## config.mk

```make
export PLATFORM = sky130hd
export DESIGN_NAME = serial_add_ctrl
export DESIGN_NICKNAME = d
export VERILOG_FILES = /design/src/rtl/serial_add_ctrl.sv
export SDC_FILE = /design/constraint.sdc
export NUM_CORES = 1
export LEC_CHECK = 0
export ABC_AREA = 1
export CORE_MARGIN = 4
export CORE_UTILIZATION = 40
export CTS_BUF_LIST = sky130_fd_sc_hd__clkbuf_4 sky130_fd_sc_hd__clkbuf_8
export CTS_CLUSTER_SIZE = 30
export DETAILED_ROUTE_END_ITERATION = 12
export DONT_BUFFER_PORTS = 1
export PLACE_DENSITY = 0.53
export SLEW_MARGIN = 20
export SYNTH_ARGS = -nofsm -noshare
export SYNTH_HDL_FRONTEND = slang
export SYNTH_SLANG_ARGS = --single-unit
export TNS_END_PERCENT = 100
```

## constraint.sdc

```tcl
create_clock -name clk -period 1.4 [get_ports clk]
set_input_delay 0.21 -clock clk [delete_from_list [all_inputs] [get_ports clk]]
set_output_delay 0.21 -clock clk [all_outputs]
set_load 0.02 [all_outputs]
```

## src/rtl/serial_add_ctrl.sv

```systemverilog
// Bit-serial adder controller: one full-adder cell shared across all WIDTH bit positions, LSB first.
// Optional signed-overflow output enabled by defining SERIAL_ADD_OVF_EN.
`timescale 1ns/1ps
module serial_add_ctrl #(
    parameter int WIDTH = 8
) (
    input  logic             clk,
    input  logic             rst_n,
    input  logic             start,
    input  logic [WIDTH-1:0] a,
    input  logic [WIDTH-1:0] b,
    input  logic             cin,
    output logic             busy,
    output logic             done,
    output logic [WIDTH-1:0] sum,
    output logic             cout
`ifdef SERIAL_ADD_OVF_EN
    ,
    output logic             ovf
`endif
);

    localparam int CW = $clog2(WIDTH) + 1;

    localparam logic [1:0] ST_IDLE = 2'd0;
    localparam logic [1:0] ST_RUN  = 2'd1;
    localparam logic [1:0] ST_DONE = 2'd2;

    logic [1:0]       state_reg;
    logic [WIDTH-1:0] a_sr_reg;
    logic [WIDTH-1:0] b_sr_reg;
    logic [WIDTH-1:0] sum_sr_reg;
    logic             carry_reg;
    logic [CW-1:0]    cnt_reg;
    logic [WIDTH-1:0] sum_reg;
    logic             cout_reg;
`ifdef SERIAL_ADD_OVF_EN
    logic             ovf_reg;
`endif

    // The single shared full-adder cell.
    logic fa_sum;
    logic fa_cout;
    logic last_bit;

    assign fa_sum   = a_sr_reg[0] ^ b_sr_reg[0] ^ carry_reg;
    assign fa_cout  = (a_sr_reg[0] & b_sr_reg[0]) | (carry_reg & (a_sr_reg[0] ^ b_sr_reg[0]));
    assign last_bit = (cnt_reg == CW'(WIDTH - 1));

    always_ff @(posedge clk or negedge rst_n) begin
        if (!rst_n) begin
            state_reg  <= ST_IDLE;
            a_sr_reg   <= '0;
            b_sr_reg   <= '0;
            sum_sr_reg <= '0;
            carry_reg  <= 1'b0;
            cnt_reg    <= '0;
            sum_reg    <= '0;
            cout_reg   <= 1'b0;
`ifdef SERIAL_ADD_OVF_EN
            ovf_reg    <= 1'b0;
`endif
        end else begin
            case (state_reg)
                ST_IDLE, ST_DONE: begin
                    if (start) begin
                        a_sr_reg   <= a;
                        b_sr_reg   <= b;
                        carry_reg  <= cin;
                        cnt_reg    <= '0;
                        sum_sr_reg <= '0;
                        state_reg  <= ST_RUN;
                    end else begin
                        state_reg  <= ST_IDLE;
                    end
                end
                ST_RUN: begin
                    a_sr_reg   <= {1'b0, a_sr_reg[WIDTH-1:1]};
                    b_sr_reg   <= {1'b0, b_sr_reg[WIDTH-1:1]};
                    sum_sr_reg <= {fa_sum, sum_sr_reg[WIDTH-1:1]};
                    carry_reg  <= fa_cout;
                    cnt_reg    <= cnt_reg + CW'(1);
                    // Published results only move on the final bit so they stay stable during the next run.
                    if (last_bit) begin
                        sum_reg   <= {fa_sum, sum_sr_reg[WIDTH-1:1]};
                        cout_reg  <= fa_cout;
`ifdef SERIAL_ADD_OVF_EN
                        ovf_reg   <= carry_reg ^ fa_cout;
`endif
                        state_reg <= ST_DONE;
                    end
                end
                default: state_reg <= ST_IDLE;
            endcase
        end
    end

    assign busy = (state_reg == ST_RUN);
    assign done = (state_reg == ST_DONE);
    assign sum  = sum_reg;
    assign cout = cout_reg;
`ifdef SERIAL_ADD_OVF_EN
    assign ovf  = ovf_reg;
`endif

endmodule

```

# Word-level counts from Yosys, hierarchy flattened
# Cells that the tools add are included.
[classes] bitwise_logic=5 add_sub_neg=1 reduce_logical=5 n_mux=13 n_eq_ne=5
[op_table] cell="8-bit case mux with 2 select lines" n=3
[op_table] cell="8-bit 2-to-1 mux" n=3
[op_table] cell="4-bit case mux with 2 select lines" n=1
[op_table] cell="4-bit by 1-bit adder with 4-bit output (second input constant)" n=1
[op_table] cell="4-bit by 3-bit == test with 1-bit output (second input constant)" n=1
[op_table] cell="4-bit 2-to-1 mux" n=1
[op_table] cell="2-bit case mux with 2 select lines" n=1
[op_table] cell="2-bit AND reduction" n=2
[op_table] cell="1-bit AND" n=2
[op_table] cell="2-bit by 1-bit == test with 1-bit output (second input constant)" n=1
[op_table] cell="2-bit == test (second input constant)" n=1
[op_table] cell="2-bit zero test" n=1
[op_table] cell="1-bit 2-to-1 mux" n=2
[op_table] cell="2-bit 2-to-1 mux" n=1
[op_table] cell="2-bit by 1-bit inequality test with 1-bit output (second input constant)" n=1
[op_table] cell="2-bit inequality test (second input constant)" n=1
[op_table] cell="1-bit case mux with 2 select lines" n=1
[op_table] cell="2-bit nonzero test" n=1
[op_table] cell="2-bit OR reduction" n=1
[op_table] cell="1-bit XOR" n=2
[op_table] cell="1-bit bitwise OR" n=1
[totals] register_bits=40 wordCells=37 in_bits=20

# Depth between registers and ports, before layout
# Gate-level depths: netlist (run 1).
[depth] ltp_word=4 ltp_mapped=7

# Least setup slack after synthesis (run 1)
# OpenSTA, ideal clock, no wires.
[synth_path] path_type="flip-flop to flip-flop" from="register cnt_reg[0]" to="register cnt_reg[2]" stages_incl_launch_ff=5 required_time_ns=1.283 period_less_slack_ns=1.121 setup_ns=0.117 setup_slack_ns=0.279 path_buffers=0 t_arrival_ns=1.004 path_cell_list="dfrtp_1 > ha_1 > or2_2 > nand3_1 > nand2_1"
[synth_via] elab_chain_len=2
[synth_rtl] element="start: declaration" line_no="34" text="logic [CW-1:0] cnt_reg;"
[synth_rtl] element="start signal: assignment" line_no="82" text="cnt_reg <= cnt_reg + CW'(1);"
[synth_rtl] element="4-bit by 1-bit adder with 4-bit output" line_no="82"
[synth_rtl] element="4-bit case mux with 2 select lines" line_no="64" text="case (state_reg)"
# Every way passes these cells.
# A chain may end at the register's enable or synchronous reset.

# Final worst setup path (run 1)
[layout_path] from="register state_reg[1]" to="output port done"
[layout_via] elab_chain_len=1
[layout_rtl] element="start: declaration" line_no="29" text="logic [1:0] state_reg;"
[layout_rtl] element="start signal: assignment" line_no="52" text="state_reg <= ST_IDLE;"
[layout_rtl] element="start signal: assignment" line_no="72" text="state_reg <= ST_RUN;"
[layout_rtl] element="start signal: assignment" line_no="74" text="state_reg <= ST_IDLE;"
[layout_rtl] element="2-bit == test" line_no="99" text="assign done = (state_reg == ST_DONE);"
[layout_rtl] element="end: declaration" line_no="14" text="output logic done,"
# Every way passes these cells.

==> results of run 1 <==
-- power groups by stage --
stage	sequential [mW]	clock, mW	combinational, mW
after detailed placement	2.14	0	1.58
after global placement	2.13	0	1.55
after floorplan	2.07	0	1.37
after CTS	2.13	0.780	1.62
final	2.12	0.742	1.60
after global routing	2.19	0.823	1.90
-- worst register-to-register path: cells and delay by family (launching register included) --
kind | cells | cell delay, ps
adders and majority gates | 1 | 200
DFF | 1 | 410
and+or+nand+nor | 5 | 550
-- through the flow --
stage / std cells / TNS, ps / setup slack (ps) / utilization / power (mW)
4_1_cts: 273 / 0 / 16.3 / 0.464 / 4.53
3_3_place_gp: 263 / 0 / 132 / 0.435 / 3.68
6_report: 274 / 0 / 47.7 / 0.466 / 4.47
2_1_floorplan: 216 / 0 / 279 / - / 3.44
3_5_place_dp: 263 / 0 / 106 / 0.435 / 3.72
5_1_grt: 274 / -8.28 / -6.12 / 0.466 / 4.92
-- cell usage after synthesis --
cell type and count:
a21oi_1 1, buf_4 1, buf_6 4, dfrtp_1 39, fa_1 1, ha_1 1
inv_1 25, inv_2 2, nand2_1 118, nand2_2 2, nand2_4 2, nand3_1 4
nand4_1 1, nor2_1 3, nor2_2 1, nor2_4 2, o21ai_0 2, o22ai_1 6
or2_2 1
-- area by class of cell --
cell class              instances  share of cell area
multi-input cells             146               0.333
clock buffers                   6              0.0396
well taps                      50              0.0324
inverters                      27              0.0525
repair buffers                  4              0.0298
flip-flops and latches         39               0.506
clock inverters                 2             0.00649
-- kinds of logic after synthesis --
logic type	Yosys count
adders and majority gates	2
DFF	39
and+or+nand+nor	134
AOI/OAI and AO/OA	9
buffers and inverters	32
-- routing by layer --
metal / wire, um / up-vias / GRT usage
li1: - / 663 / -
met1: 1490 / 580 / 0.155
met2: 1590 / 27 / 0.236
met3: 174 / 5 / 0.0446
met4: 53 / 0 / 0.0534
met5: 0 / - / 0
-- path summary, 6_finish.rpt --
| path | startpoint | to | slack, ps | cells after the start |
|---|---|---|---|---|
| min in group asynchronous | rst_n | sum_sr_reg[4]$_DFFE_PN0P_ | 390 | 2 |
| worst max-delay path | state_reg[1]$_DFFE_PN0P_ | done | 50 | 2 |
| max in group asynchronous | rst_n | state_reg[0]$_DFFE_PN0P_ | 810 | 2 |
| worst min-delay path | b[7] | b_sr_reg[7]$_DFFE_PN0P_ | 40 | 2 |
| worst min register to register | sum_sr_reg[1]$_DFFE_PN0P_ | sum[0]$_DFFE_PN0P_ | 470 | 2 |
| worst max register to register | cnt_reg[0]$_DFFE_PN0P_ | cout$_DFFE_PN0P_ | 140 | 6 |
-- repair_timing --
item                                   CTS  global route
hold buffers                             2             0
setup endpoints to repair                0            10
endpoints found under the hold margin   39             0
gates resized for setup                  0             2
==> summary.txt, run 1 <==
Status
  • Outcome: completed

Clock tree
  • Clk sink count: 39
  • Clock Latency Late Sink: 290 ps
  • Longest Clk Path Bufs: 2
  • H-tree Lvls: 2
  • CTS buffer count: 5
  • Setup Buffers After CTS: 0
  • Root buffer cell: clkbuf_8
  • CTS tree: done
  • Clock Pin Slew Worst Setup and Hold Paths: 80 ps

Cells and area
  • Footprint of the multi-input gates: 642 um^2
  • Final instance area: 1930 um^2
  • Nets@finish: 245
  • Share of post-route cells with drive strength above 1: 0.103
  • Area delta synth->final: 9.28%
  • Antenna cells: 0
  • Register area: 977 um^2
  • Commonest non-fill, non-tap cell in the layout: nand2_1
  • Most frequent cells in the layout: nand2_1, dfrtp_1, inv_1
  • Fill cell count: 442

Synth
  • Synth cell types: 19
  • Seq/Total Area, Yosys: 0.553
  • Post-synthesis adder-cell area fraction: 0.0184
  • Ranking of synthesized cells by area: dfrtp_1, nand2_1, inv_1
  • Compound-Gate Fraction of Synth Area: 0.0298
  • Simple-gate share of the synthesized area: 0.312
  • Syn nets: 238
  • Synth warnings: 0
  • Xor-xnor portion of the synthesized cell area: 0
  • Yosys reg bits: 39
  • Post-Syn Area: 1770 um^2
  • Yosys top cell by area: dfrtp_1
  • Gate Count Post-Synth: 216
  • Largest family of logic cells by synthesized area: simple AND/OR/NAND/NOR gates
  • Synth top area share: 0.553
  • Post-synthesis mux area share: 0
  • Avg Inst Size Synth: 8.17 um^2

Power
  • PwrDens: 2310 nW/um^2
  • Gate power share: 0.359
  • P_leak: 1.06 nW
  • Sequential Power Share: 0.474
  • Switching Fraction: 0.416
  • P_sw: 1.86 mW
  • Worst vdd ir: 0.621 mV
  • Internal power: 2.61 mW
  • Clk pwr share: 0.166

Floorplan
  • Row count: 23
  • Die ar.: 5540 um^2
  • Core footprint: 4140 um^2
  • Chip width: 74.4 um
  • Starting Density: 0.426
  • Die H: 74.4 um
  • I/O pins: 31

Timing
  • Fin Hold WS: 35.3 ps
  • Setup Skew: 8.47 ps
  • Rel. slew slack: 0.702
  • Final hold violation count: 0
  • Max-slew violations: 0
  • Highest achievable clock rate: 740 MHz
  • Period utilization: 0.966
  • RSZ-0062 raised after global routing: yes
  • Final setup viols: 0
  • Tmin final: 1350 ps
  • Worst slew pin tran: 446 ps

Critical path
  • Setup crit start kind: flip-flop
  • Critical Path End Type: output pin
  • Largest stage delay on the critical path: 400 ps
  • CP cell instances: inv_1 > nor2_1
  • Crit path max-delay family: flip-flops
  • Kind of critical path: flip-flop to output pin
  • Crit path DAT: 1140 ps
  • Worst EP required: 1190 ps
  • CP Max Fanout: 2
  • Worst Path Buf+Inv: 1
  • Slowest stage cell, crit path: dfrtp_1

Detailed routing
  • DR pass1 iterations: 4
  • Vias post-DR: 1275
  • WL/cell: 12.1 um
  • Initial DRC count: 50
  • Vias per std cell: 4.65
  • # DRC: 0
  • ANT nets after route: 0
  • WL final: 3.31 mm

Global route
  • Gr usage total: 0.136
  • Number of global-route vias before repair: 1351
  • Initial antenna violation count: 0
  • Largest net degree at the start of global routing: 40
  • First-pass GRT wire length: 5.70 mm
  • Grt ovf: 0

Place
  • Post-DP HPWL: 2.21 mm
  • GPL Wtd Cong: 0.713
  • Post-DP Area: 1800 um^2
  • Number of buffers added on ports: 0

Run
  • Max Cap Viol: 0

Min path
  • Worst Hold Class: primary input to flip-flop
Note: power is estimated with default switching activity, not from simulation.
==> inputs of run 2 (changes only) <==
--- a/config.mk
+++ b/config.mk
@@ -12,7 +12,8 @@
 export CTS_CLUSTER_SIZE = 30
 export DETAILED_ROUTE_END_ITERATION = 12
 export DONT_BUFFER_PORTS = 1
-export PLACE_DENSITY = 0.53
+export MAX_ROUTING_LAYER = met4
+export PLACE_DENSITY = 0.59
 export SLEW_MARGIN = 20
 export SYNTH_ARGS = -nofsm -noshare
 export SYNTH_HDL_FRONTEND = slang
==> run 2 against run 1 <==
  * Critical path depth increased by 1
  * Highest routed layer unchanged
  * Largest cell class unchanged
  * Critical path type unchanged
  * Sequential power about the same
  * Critical endpoint is now busy
  * Largest power group unchanged
  * Sequential share of layout area decreased by 1.0 points
==> summary.txt, run 2 (synthesis gave the netlist of run 1 again) <==
Status
  • Outcome: completed (unchanged)

Detailed routing
  • WL final: 3.14 mm (was 3.31 mm)
  • Vias per std cell: 4.52 (was 4.65)
  • ANT nets after route: 0 (unchanged)
  • WL/cell: 11.5 um (was 12.1 um)
  • Initial DRC count: 91 (was 50)
  • DR pass1 iterations: 4 (unchanged)
  • Vias post-DR: 1238 (was 1275)
  • # DRC: 0 (unchanged)

Timing
  • RSZ-0062 raised after global routing: no (was yes)
  • Tmin final: 1320 ps (was 1350 ps)
  • Final hold violation count: 0 (unchanged)
  • Worst slew pin tran: 419 ps (was 446 ps)
  • Setup Skew: 12.4 ps (was 8.47 ps)
  • Period utilization: 0.945 (was 0.966)
  • Rel. slew slack: 0.720 (was 0.702)
  • Setup TNS: 0 ps (unchanged)
  • Max-slew violations: 0 (unchanged)
  • Final setup viols: 0 (unchanged)
  • Highest achievable clock rate: 756 MHz (was 740 MHz)
  • Fin Hold WS: 37.8 ps (was 35.3 ps)
  • Min setup slack post-route: 76.6 ps (was 47.7 ps)

Clock tree
  • CTS buffer count: 5 (unchanged)
  • H-tree Lvls: 2 (unchanged)
  • Setup Buffers After CTS: 0 (unchanged)
  • CTS tree: done (unchanged)
  • Longest Clk Path Bufs: 2 (unchanged)
  • Clock Pin Slew Worst Setup and Hold Paths: 70 ps (was 80 ps)
  • Clock Latency Late Sink: 290 ps (about the same)
  • Root buffer cell: clkbuf_8 (unchanged)
  • Clk sink count: 39 (unchanged)

Place
  • Post-place setup slack: 116 ps (was 106 ps)
  • Number of buffers added on ports: 0 (unchanged)
  • Placed cells: 264 (was 263)
  • Post-DP HPWL: 2.14 mm (was 2.21 mm)
  • Post-DP Area: 1800 um^2 (about the same)
  • GPL Wtd Cong: 0.758 (was 0.713)

Critical path
  • Critical Path End Type: output pin (unchanged)
  • Worst EP required: 1190 ps (about the same)
  • CP Max Fanout: 11 (was 2)
  • CP cell instances: inv_2 > nor2_4 > buf_4 (was inv_1 > nor2_1)
  • Slowest stage cell, crit path: dfrtp_2 (was dfrtp_1)
  • Worst Path Buf+Inv: 2 (was 1)
  • Largest stage delay on the critical path: 420 ps (was 400 ps)
  • Crit path DAT: 1110 ps (was 1140 ps)
  • Kind of critical path: flip-flop to output pin (unchanged)
  • Crit path max-delay family: flip-flops (unchanged)
  • Setup crit start kind: flip-flop (unchanged)

Floorplan
  • Die H: 74.4 um (unchanged)
  • Die ar.: 5540 um^2 (unchanged)
  • Core footprint: 4140 um^2 (unchanged)
  • Row count: 23 (unchanged)
  • I/O pins: 31 (unchanged)
  • Starting Density: 0.426 (unchanged)
  • Chip width: 74.4 um (unchanged)

Power
  • Worst vdd ir: 0.972 mV (was 0.621 mV)
  • Tot Pwr: 4.80 mW (was 4.47 mW)
  • PwrDens: 2440 nW/um^2 (was 2310 nW/um^2)
  • P_leak: 1.08 nW (was 1.06 nW)

Min path
  • Worst Hold Class: primary input to flip-flop (unchanged)

Cells and area
  • Share of post-route cells with drive strength above 1: 0.107 (was 0.103)
  • Area delta synth->final: 11.5% (was 9.28%)
  • Fin util: 0.475 (was 0.466)
  • Final instance area: 1970 um^2 (was 1930 um^2)
  • Fill cell count: 418 (was 442)
  • Commonest non-fill, non-tap cell in the layout: nand2_1 (unchanged)
  • Nets@finish: 245 (unchanged)
  • Non-Filler Instances: 274 (unchanged)
  • Antenna cells: 0 (unchanged)
  • Most frequent cells in the layout: nand2_1, dfrtp_1, inv_1 (unchanged)

Global route
  • Initial antenna violation count: 0 (unchanged)
  • Number of global-route vias before repair: 1140 (was 1351)
  • Grt ovf: 0 (unchanged)
  • First-pass GRT wire length: 5.42 mm (was 5.70 mm)
  • Gr usage total: 0.133 (was 0.136)
  • Largest net degree at the start of global routing: 40 (unchanged)

Run
  • Max Cap Viol: 0 (unchanged)
run 2: cell count changes in the layout (fill, tap and decap cells not counted):
cell	change
nand2_1	-1
clkinvlp_4	-1
bufinv_16	+2
buf_4	+2
clkinv_2	-1
buf_12	-1
run 2: final cells by class:
type | instances | area (um^2) | area share
Tap cell | 50 | 62.6 | 0.0318
Clock inverter | 2 | 60.1 | 0.0305
Clock buffer | 6 | 76.3 | 0.0388
Multi-Input combinational cell | 145 | 638 | 0.324
Inverter | 27 | 101 | 0.0515
Sequential cell | 39 | 977 | 0.497
Timing Repair Buffer | 5 | 52.6 | 0.0267
run 2: per-layer routing:
layer  routed length (um)  vias to the layer above  GRT usage  share of wire
met2                 1450                       24      0.186           0.46
met3                  170                        6     0.0405          0.054
li1                     -                      652          -              -
met1                 1480                      556      0.181           0.47
met5                    0                        -          -              0
met4                   40                        0     0.0474          0.013
run 2: where the power goes:
| part | switching, mW | internal, mW | total, mW |
|---|---|---|---|
| combinational | 0.971 | 0.579 | 1.55 |
| sequential | 0.490 | 1.64 | 2.13 |
| clock | 0.388 | 0.732 | 1.12 |
| total | 1.85 | 2.95 | 4.80 |
run 2: worst paths after layout:
kind	from	cells past startpoint	slack (ps)	to
hold / removal	b[7]	2	40	b_sr_reg[7]$_DFFE_PN0P_
max in group asynchronous	rst_n	2	830	state_reg[0]$_DFFE_PN0P_
min in group asynchronous	rst_n	2	370	cnt_reg[2]$_DFFE_PN0P_
setup reg to reg	cnt_reg[0]$_DFFE_PN0P_	6	150	sum[0]$_DFFE_PN0P_
setup / recovery	state_reg[0]$_DFFE_PN0P_	3	80	busy
hold reg to reg	sum_sr_reg[6]$_DFFE_PN0P_	2	470	sum[5]$_DFFE_PN0P_
run 2: repair_timing:
| action | in CTS | in global routing |
|---|---|---|
| setup endpoints to repair | 0 | 3 |
| hold buffers | 2 | 0 |
| endpoints found under the hold margin | 39 | 0 |
| resized for setup | 0 | 2 |
==> inputs of run 3 (changes only) <==
--- a/config.mk
+++ b/config.mk
@@ -14,6 +14,7 @@
 export DONT_BUFFER_PORTS = 1
 export MAX_ROUTING_LAYER = met4
 export PLACE_DENSITY = 0.59
+export SETUP_SLACK_MARGIN = 0.5
 export SLEW_MARGIN = 20
 export SYNTH_ARGS = -nofsm -noshare
 export SYNTH_HDL_FRONTEND = slang
==> run 3 against run 2 <==
  * The flow now finishes with violations (negative hold slack)
  * Core utilization is 11 points higher
  * Register-to-register slack worse by 20 ps
  * Critical path type unchanged
  * Wire length is 35% higher
  * Clock skew is 5.6 ps lower
  * Global-route usage is 2.1 points higher
  * Sequential power is 4% higher
  * Fmax is 3.4% higher
  * Clock power is 31% lower
  * Via count is 16% higher
  * Setup slack better by 43 ps
  * Flip-flop and latch count stayed put
==> summary.txt, run 3 (synthesis gave the netlist of run 1 again) <==
Status
  • Outcome: complete, but fails checks (was completed)
  • Failing checks: negative hold slack

Detailed routing
  • ANT nets after route: 0 (unchanged)
  • Initial DRC count: 109 (was 91)
  • WL/cell: 14.2 um (was 11.5 um)
  • WL final: 4.23 mm (was 3.14 mm)
  • # DRC: 0 (unchanged)
  • Vias per std cell: 4.85 (was 4.52)
  • DR pass1 iterations: 4 (unchanged)
  • Vias post-DR: 1439 (was 1238)

Timing
  • Setup TNS: 0 ps (unchanged)
  • Period utilization: 0.915 (was 0.945)
  • Worst slew pin tran: 268 ps (was 419 ps)
  • Highest achievable clock rate: 781 MHz (was 756 MHz)
  • Tmin final: 1280 ps (was 1320 ps)
  • Fin Hold WS: -395 ps (was 37.8 ps)
  • Setup Skew: 6.79 ps (was 12.4 ps)
  • RSZ-0062 raised after global routing: yes (was no)
  • Rel. slew slack: 0.821 (was 0.720)
  • Max-slew violations: 0 (unchanged)
  • Final hold violation count: 39 (was 0)
  • Final setup viols: 0 (unchanged)

Cells and area
  • Antenna cells: 0 (unchanged)
  • Commonest non-fill, non-tap cell in the layout: nand2_1 (unchanged)
  • Area delta synth->final: 38.3% (was 11.5%)
  • Final instance area: 2440 um^2 (was 1970 um^2)
  • Fill cell count: 345 (was 418)
  • Fin util: 0.589 (was 0.475)
  • Most frequent cells in the layout: nand2_1, dfrtp_1, inv_1 (unchanged)
  • Share of post-route cells with drive strength above 1: 0.368 (was 0.107)
  • Nets@finish: 268 (was 245)

Power
  • Clk pwr share: 0.126 (was 0.233)
  • Tot Pwr: 6.18 mW (was 4.80 mW)
  • Sequential Power Share: 0.359 (was 0.444)
  • Internal power: 3.57 mW (was 2.95 mW)
  • P_sw: 2.61 mW (was 1.85 mW)
  • Gate power share: 0.516 (was 0.323)
  • Switching Fraction: 0.422 (was 0.385)
  • P_leak: 1.29 nW (was 1.08 nW)
  • PwrDens: 2530 nW/um^2 (was 2440 nW/um^2)
  • Worst vdd ir: 0.962 mV (was 0.972 mV)

Place
  • Number of buffers added on ports: 0 (unchanged)
  • Post-DP Area: 1830 um^2 (was 1800 um^2)
  • GPL Wtd Cong: 0.752 (was 0.758)
  • Post-DP HPWL: 2.10 mm (was 2.14 mm)

Clock tree
  • Root buffer cell: clkbuf_8 (unchanged)
  • Clock Pin Slew Worst Setup and Hold Paths: 80 ps (was 70 ps)
  • CTS buffer count: 5 (unchanged)
  • CTS tree: done (unchanged)
  • Clock Latency Late Sink: 290 ps (about the same)
  • H-tree Lvls: 2 (unchanged)
  • Longest Clk Path Bufs: 2 (unchanged)
  • Clk sink count: 39 (unchanged)

Floorplan
  • I/O pins: 31 (unchanged)
  • Row count: 23 (unchanged)
  • Die H: 74.4 um (unchanged)
  • Core footprint: 4140 um^2 (unchanged)
  • Die ar.: 5540 um^2 (unchanged)
  • Starting Density: 0.426 (unchanged)
  • Chip width: 74.4 um (unchanged)

Global route
  • First-pass GRT wire length: 6.09 mm (was 5.42 mm)
  • Number of global-route vias before repair: 1280 (was 1140)
  • Gr usage total: 0.154 (was 0.133)
  • Initial antenna violation count: 0 (unchanged)
  • Largest net degree at the start of global routing: 40 (unchanged)
  • Grt ovf: 0 (unchanged)

Min path
  • Worst Hold Class: primary input to asynchronous set/reset pin (was primary input to flip-flop)

Critical path
  • Kind of critical path: flip-flop to output pin (unchanged)
  • Crit path DAT: 1070 ps (was 1110 ps)
  • CP Max Fanout: 7 (was 11)
  • Critical Path End Type: output pin (unchanged)
  • Setup crit start kind: flip-flop (unchanged)
  • Worst EP required: 1190 ps (about the same)

Run
  • Max Cap Viol: 0 (unchanged)
## run 3: changes by cell type in the layout (fill, tap and decap cells not counted), moves of 7 or more
cell,change
buf_6,+11
dfrtp_1,-9
dfrtp_2,+9
nand2_1,-19
nand2_2,+11
nand2_4,+7
## run 3: power by group through the flow
| stage | logic, mW | clock network [mW] | registers [mW] |
|---|---|---|---|
| after floorplan | 1.40 | 0 | 2.08 |
| after CTS | 2.44 | 0.786 | 2.16 |
| final | 3.19 | 0.776 | 2.22 |
| after global placement | 1.63 | 0 | 2.14 |
| after global routing | 3.51 | 0.841 | 2.29 |
| after detailed placement | 1.66 | 0 | 2.15 |
## run 3: cell type report
class | instances | area (um^2) | area share
repair inverters | 3 | 38.8 | 0.0159
multi-input cells | 147 | 848 | 0.347
clock buffers | 7 | 83.8 | 0.0343
repair buffers | 23 | 299 | 0.122
flip-flops and latches | 39 | 988 | 0.405
inverters | 27 | 116 | 0.0476
clock inverters | 1 | 5.00 | 0.00205
well taps | 50 | 62.6 | 0.0256
## run 3: final timing paths
kind	cells after the start	startpoint	slack, ps	end
worst max-delay path	3	state_reg[0]$_DFFE_PN0P_	120	busy
worst min-delay path	0	rst_n	-390	cout$_DFFE_PN0P_
worst max register to register	7	state_reg[0]$_DFFE_PN0P_	130	sum_sr_reg[7]$_DFFE_PN0P_
worst min register to register	2	sum_sr_reg[1]$_DFFE_PN0P_	470	sum[0]$_DFFE_PN0P_
max in group asynchronous	0	rst_n	1710	state_reg[0]$_DFFE_PN0P_
min in group clk	2	a[7]	30	a_sr_reg[7]$_DFFE_PN0P_
## run 3: repair_timing
item,in CTS,in global routing
endpoints found under the setup margin,50,50
setup buffers,13,6
pin swaps,6,21
hold endpoints to repair,39,39
gates resized for setup,31,47
gates cloned,3,3
## run 3: per-layer routing
| metal | vias to the layer above | global-route usage | part of all wire |
|---|---|---|---|
| li1 | 712 | - | - |
| met1 | 688 | 0.196 | 0.44 |
| met2 | 31 | 0.231 | 0.50 |
| met3 | 8 | 0.0500 | 0.048 |
| met4 | 0 | 0.0514 | 0.018 |
| met5 | - | - | 0 |
## run 3: through the flow
| step | worst slack (ps) | std cells |
|---|---|---|
| 2_1_floorplan | 297 | 216 |
| 3_3_place_gp | 160 | 264 |
| 3_5_place_dp | 141 | 264 |
| 4_1_cts | 104 | 288 |
| 5_1_grt | 68.5 | 297 |
| 6_report | 120 | 297 |
## run 3: critical path, stage by stage (launching register included)
cell     delay, ps
dfrtp_2        420
inv_4           50
nor2_4         150
buf_12         150
